<file path="config.mk">
export PLATFORM = sky130hd
export DESIGN_NAME = barret_for_2633
export DESIGN_NICKNAME = d
export VERILOG_FILES = /design/src/rtl/barret_for_2633.sv
export SDC_FILE = /design/constraint.sdc
export NUM_CORES = 1
export LEC_CHECK = 0
export ABC_AREA = 1
export CAP_MARGIN = 20
export CORE_MARGIN = 8
export CORE_UTILIZATION = 28
export CTS_BUF_LIST = sky130_fd_sc_hd__clkbuf_2 sky130_fd_sc_hd__clkbuf_4 sky130_fd_sc_hd__clkbuf_8
export DETAILED_ROUTE_END_ITERATION = 8
export PLACE_DENSITY = 0.42
export SETUP_SLACK_MARGIN = 0.02
export SLEW_MARGIN = 10
export SYNTH_ARGS = -nofsm -noshare
export SYNTH_HDL_FRONTEND = slang
export SYNTH_SLANG_ARGS = --single-unit
export TNS_END_PERCENT = 30
</file>
<file path="constraint.sdc">
create_clock -name clk -period 7.5 [get_ports clk]
set_input_delay 1.5 -clock clk [delete_from_list [all_inputs] [get_ports clk]]
set_output_delay 1.5 -clock clk [all_outputs]
set_load 0.01 [all_outputs]
</file>
<file path="src/rtl/barret_for_2633.sv">
// Three-stage pipelined Barrett reducer: dout_r = din_a mod Q for any IN_W-bit unsigned operand.
// One operand per clock, fixed three-cycle latency, with the valid bit carried alongside the data.
module barret_for_2633 #(
    parameter int unsigned Q     = 2633,
    parameter int unsigned IN_W  = 23,
    parameter int unsigned OUT_W = 12,
    parameter int unsigned K     = 24,
    parameter int unsigned M     = 6371
) (
    input  logic             clk,
    input  logic             rst_n,
    input  logic             din_valid,
    input  logic [IN_W-1:0]  din_a,
    output logic             dout_valid,
    output logic [OUT_W-1:0] dout_r
);

    localparam int unsigned M_W  = $clog2(M + 1);
    localparam int unsigned P_W  = IN_W + M_W;
    localparam int unsigned QH_W = P_W - K;
    // One guard bit above x so that x - qh*Q stays exact.
    localparam int unsigned T_W  = IN_W + 1;

    // Conditional subtraction at full width; used as the first correction.
    function automatic logic [T_W-1:0] sub_q(input logic [T_W-1:0] v);
        return (v >= T_W'(Q)) ? (v - T_W'(Q)) : v;
    endfunction

    // Second (safety) correction, then narrowing to the result width.
    function automatic logic [OUT_W-1:0] sub_q_final(input logic [T_W-1:0] v);
        return OUT_W'((v >= T_W'(Q)) ? (v - T_W'(Q)) : v);
    endfunction

    logic            vld_p0;
    logic [IN_W-1:0] x_p0;
    logic [P_W-1:0]  p_p0;
    logic            vld_p1;
    logic [T_W-1:0]  t_p1;

    logic [QH_W-1:0] qh;
    logic [T_W-1:0]  qh_q;
    logic [T_W-1:0]  t_next;

    // Stage 1: capture x and the full-width product x*M
    always_ff @(posedge clk or negedge rst_n) begin
        if (!rst_n) begin
            vld_p0 <= 1'b0;
            x_p0   <= '0;
            p_p0   <= '0;
        end else begin
            vld_p0 <= din_valid;
            x_p0   <= din_a;
            p_p0   <= P_W'(din_a) * P_W'(M);
        end
    end

    always_comb begin
        qh     = QH_W'(p_p0 >> K);
        qh_q   = T_W'(qh) * T_W'(Q);
        t_next = {1'b0, x_p0} - qh_q;
    end

    // Stage 2: partial remainder t = x - qh*Q, known to lie in [0, 2Q)
    always_ff @(posedge clk or negedge rst_n) begin
        if (!rst_n) begin
            vld_p1 <= 1'b0;
            t_p1   <= '0;
        end else begin
            vld_p1 <= vld_p0;
            t_p1   <= t_next;
        end
    end

    // Stage 3: two conditional corrections; result held while no valid operand arrives
    always_ff @(posedge clk or negedge rst_n) begin
        if (!rst_n) begin
            dout_valid <= 1'b0;
            dout_r     <= '0;
        end else begin
            dout_valid <= vld_p1;
            if (vld_p1) begin
                dout_r <= sub_q_final(sub_q(t_p1));
            end
        end
    end

endmodule

</file>
==> impl_metrics.tcl <==
set metrics [dict create \
    synth.distinct_cells 44 \
    fin_setup_tns_ps 0 \
    htree_levels 3 \
    grt_pass1_vias 9568 \
    endpoint_kind "flip-flop" \
    synth_common_cells "inv_1, nand2_1, ha_1, fa_1, nor2_1" \
    dr.first_iter.drc_count 283 \
    drt_wl_total_um 29400 \
    antenna-diode-count 0 \
    core_region_area_um2 40800 \
    grt-ovfl-total 0 \
    use_met2_pct 23.6 \
    start_util_pct 28.4 \
    synth_area_leaders "fa_1, ha_1, dfrtp_1" \
    synthArstFlopShare_pct 100 \
    relSlewSlack_pct 38.1 \
    synth_most_common_cell "inv_1" \
    skew_ps 20.4 \
    yosysTopAreaCell "fa_1" \
    syn2layout_area_growth_pct 10.4 \
    die_x_um 219 \
    dpl.cell_count 1993 \
    status "finished clean" \
    syn_nets 1784 \
    hp-class "flip-flop to flip-flop" \
    grt_pass1_wl_um 49400 \
    grt_use_met1_pct 15.9 \
    post_cts_buffers 0 \
    drive_gt1_share_pct 3.86 \
    synth.ff_latch_count 74 \
    clock_path_buffers 2 \
    cts_tree "yes" \
    yosys_warnings 0 \
    crit_top_cell "fa_1" \
    avgSynthCellArea_um2 8.11 \
    setup-violations-final 0 \
    cts.hold.buffers_added 0 \
    io_pins 39 \
    synth-seq-area-share_pct 16.0 \
    stdcell_count 2009 \
    synth-main-ff-cell "dfrtp_1" \
    tightest_slew_ps 928 \
    grt_busiest_layer "met2" \
    fin_crit_sh_pct 83.1 \
    cts_resized 0 \
    grtUsageMet3_pct 1.21 \
    cp.required_ps 7770 \
    dr.pass1.iters 5 \
    synth_edf_count 0 \
    antenna_left 0 \
    drv_slew 0 \
    clk_latency_ps 390 \
    drc 0 \
    fmax_mhz 160 \
    min_period_ps 6230 \
    synth_top_area_share_pct 22.6 \
    max_stage_delay_ps 550 \
    post_drt_wl_per_cell_um 14.7 \
    path_max_fanout 4 \
    drv_cap 0 \
    num_rows 74 \
    via_per_inst 4.37 \
    rsz0062_at_grt "false" \
    clkTransAtPathRegs_ps 90 \
    crit_slowest_cell "fa_1" \
    die_h_um 219 \
    cts_made_buffers 9 \
    fin_ws_ps 1270 \
    io_buffers 38 \
    dp_hpwl_um 26200 \
    cp-start-kind "input pin" \
    crit_family "adder cells" \
    crit_type "input pin to flip-flop" \
    syn-instance-count 1430 \
    gr-usage-all-layers_pct 12.9 \
    clock_sinks 74 \
    cp_data_arrival_time_ps 6500 \
    grt_start_max_net_pins 67 \
    ctsRootBufferMaster "clkbuf_8" \
    synthesis.area_um2 11600 \
    path_cells "clkdlybuf4s50_1 -> ha_1 -> fa_1 -> inv_1 -> fa_1 -> fa_1 -> fa_1 -> inv_1 -> ha_1 -> nand2_1 -> nor2_1 -> inv_1 -> nor3_1 -> o2111ai_1 -> o21ai_0 -> a21oi_1 -> xnor2_1" \
    nNetsFinal 1826 \
    vias 8784 \
    place_ws_ps 870 \
    dieArea_um2 48200 \
    place_congestion 0.867 \
    antenna_found_initial 0 \
    hold_violations 0 \
    cp_num_buf_inv 4 \
]
per-layer routing:
metal  vias to the layer above  part of all wire [%]
met3                        30                   1.6
met1                      4178                    45
met4                         0                   2.0
li1                       4498                     -
met5                         -                     0
met2                        78                    51
flip-flops by register name (all words and copies together), names as in the netlist:
register    count
p_p0           13
t_p1           24
vld_p1          1
x_p0           22
dout_valid      1
vld_p0          1
dout_r         12
kinds of logic (layout without fill, tap and decap cells):
kind of cell	Yosys count	after routing	share of synthesized area, %
adder cells (fa/ha/maj)	328	328	43.9
XOR/XNOR	53	53	4.00
buffers and inverters	371	418	12.4
flip-flops	74	74	16.0
AND/OR/NAND/NOR	471	471	17.5
AO/OA/AOI/OAI	133	133	6.30
cell type report:
| cell class | count | area (µm²) |
|---|---|---|
| fillers | 4396 | 28000 |
| clock buffers | 11 | 145 |
| inverters | 363 | 1360 |
| well taps | 532 | 666 |
| clock inverters | 5 | 85.1 |
| repair buffers | 39 | 385 |
| multi-input cells | 985 | 8310 |
| flip-flops and latches | 74 | 1850 |
layout by cell type, fill, tap and decap left out, types with 3 or more instances in the layout:
cell / count
inv_1: 350
nand2_1: 259
ha_1: 197
fa_1: 131
nor2_1: 86
nand3_1: 77
dfrtp_1: 74
a21oi_1: 69
o21ai_0: 40
xor2_1: 39
clkdlybuf4s50_1: 37
xnor2_1: 14
inv_2: 13
nand2_2: 11
nand4_1: 10
clkbuf_8: 10
nor3_1: 9
o21a_1: 6
nand2_4: 4
nor2_4: 3
nand3b_1: 3
worst paths after layout:
kind | cells after the start | slack, ps | endpoint | from
hold / removal | 0 | 330 | vld_p1$_DFF_PN0_ | vld_p0$_DFF_PN0_
setup reg to reg | 14 | 2820 | t_p1[21]$_DFF_PN0_ | p_p0[25]$_DFF_PN0_
hold reg to reg | 0 | 330 | vld_p1$_DFF_PN0_ | vld_p0$_DFF_PN0_
min in group asynchronous | 1 | 910 | dout_r[10]$_DFFE_PN0P_ | rst_n
max in group asynchronous | 2 | 5440 | x_p0[22]$_DFF_PN0_ | rst_n
setup / recovery | 17 | 1270 | p_p0[30]$_DFF_PN0_ | din_a[11]
through the flow:
step           hold slack, ps  utilization [%]  instance area [µm²]
6_report                  330             31.4                12800
5_1_grt                   338             31.4                12800
4_1_cts                   334             31.4                12800
3_5_place_dp              335             30.8                12600
3_3_place_gp              337             30.8                12600
2_1_floorplan             331                -                11600
Power is left out: the tool's default activity adds up to more than one toggle a clock period on the data nets, which glitch-free logic cannot reach.
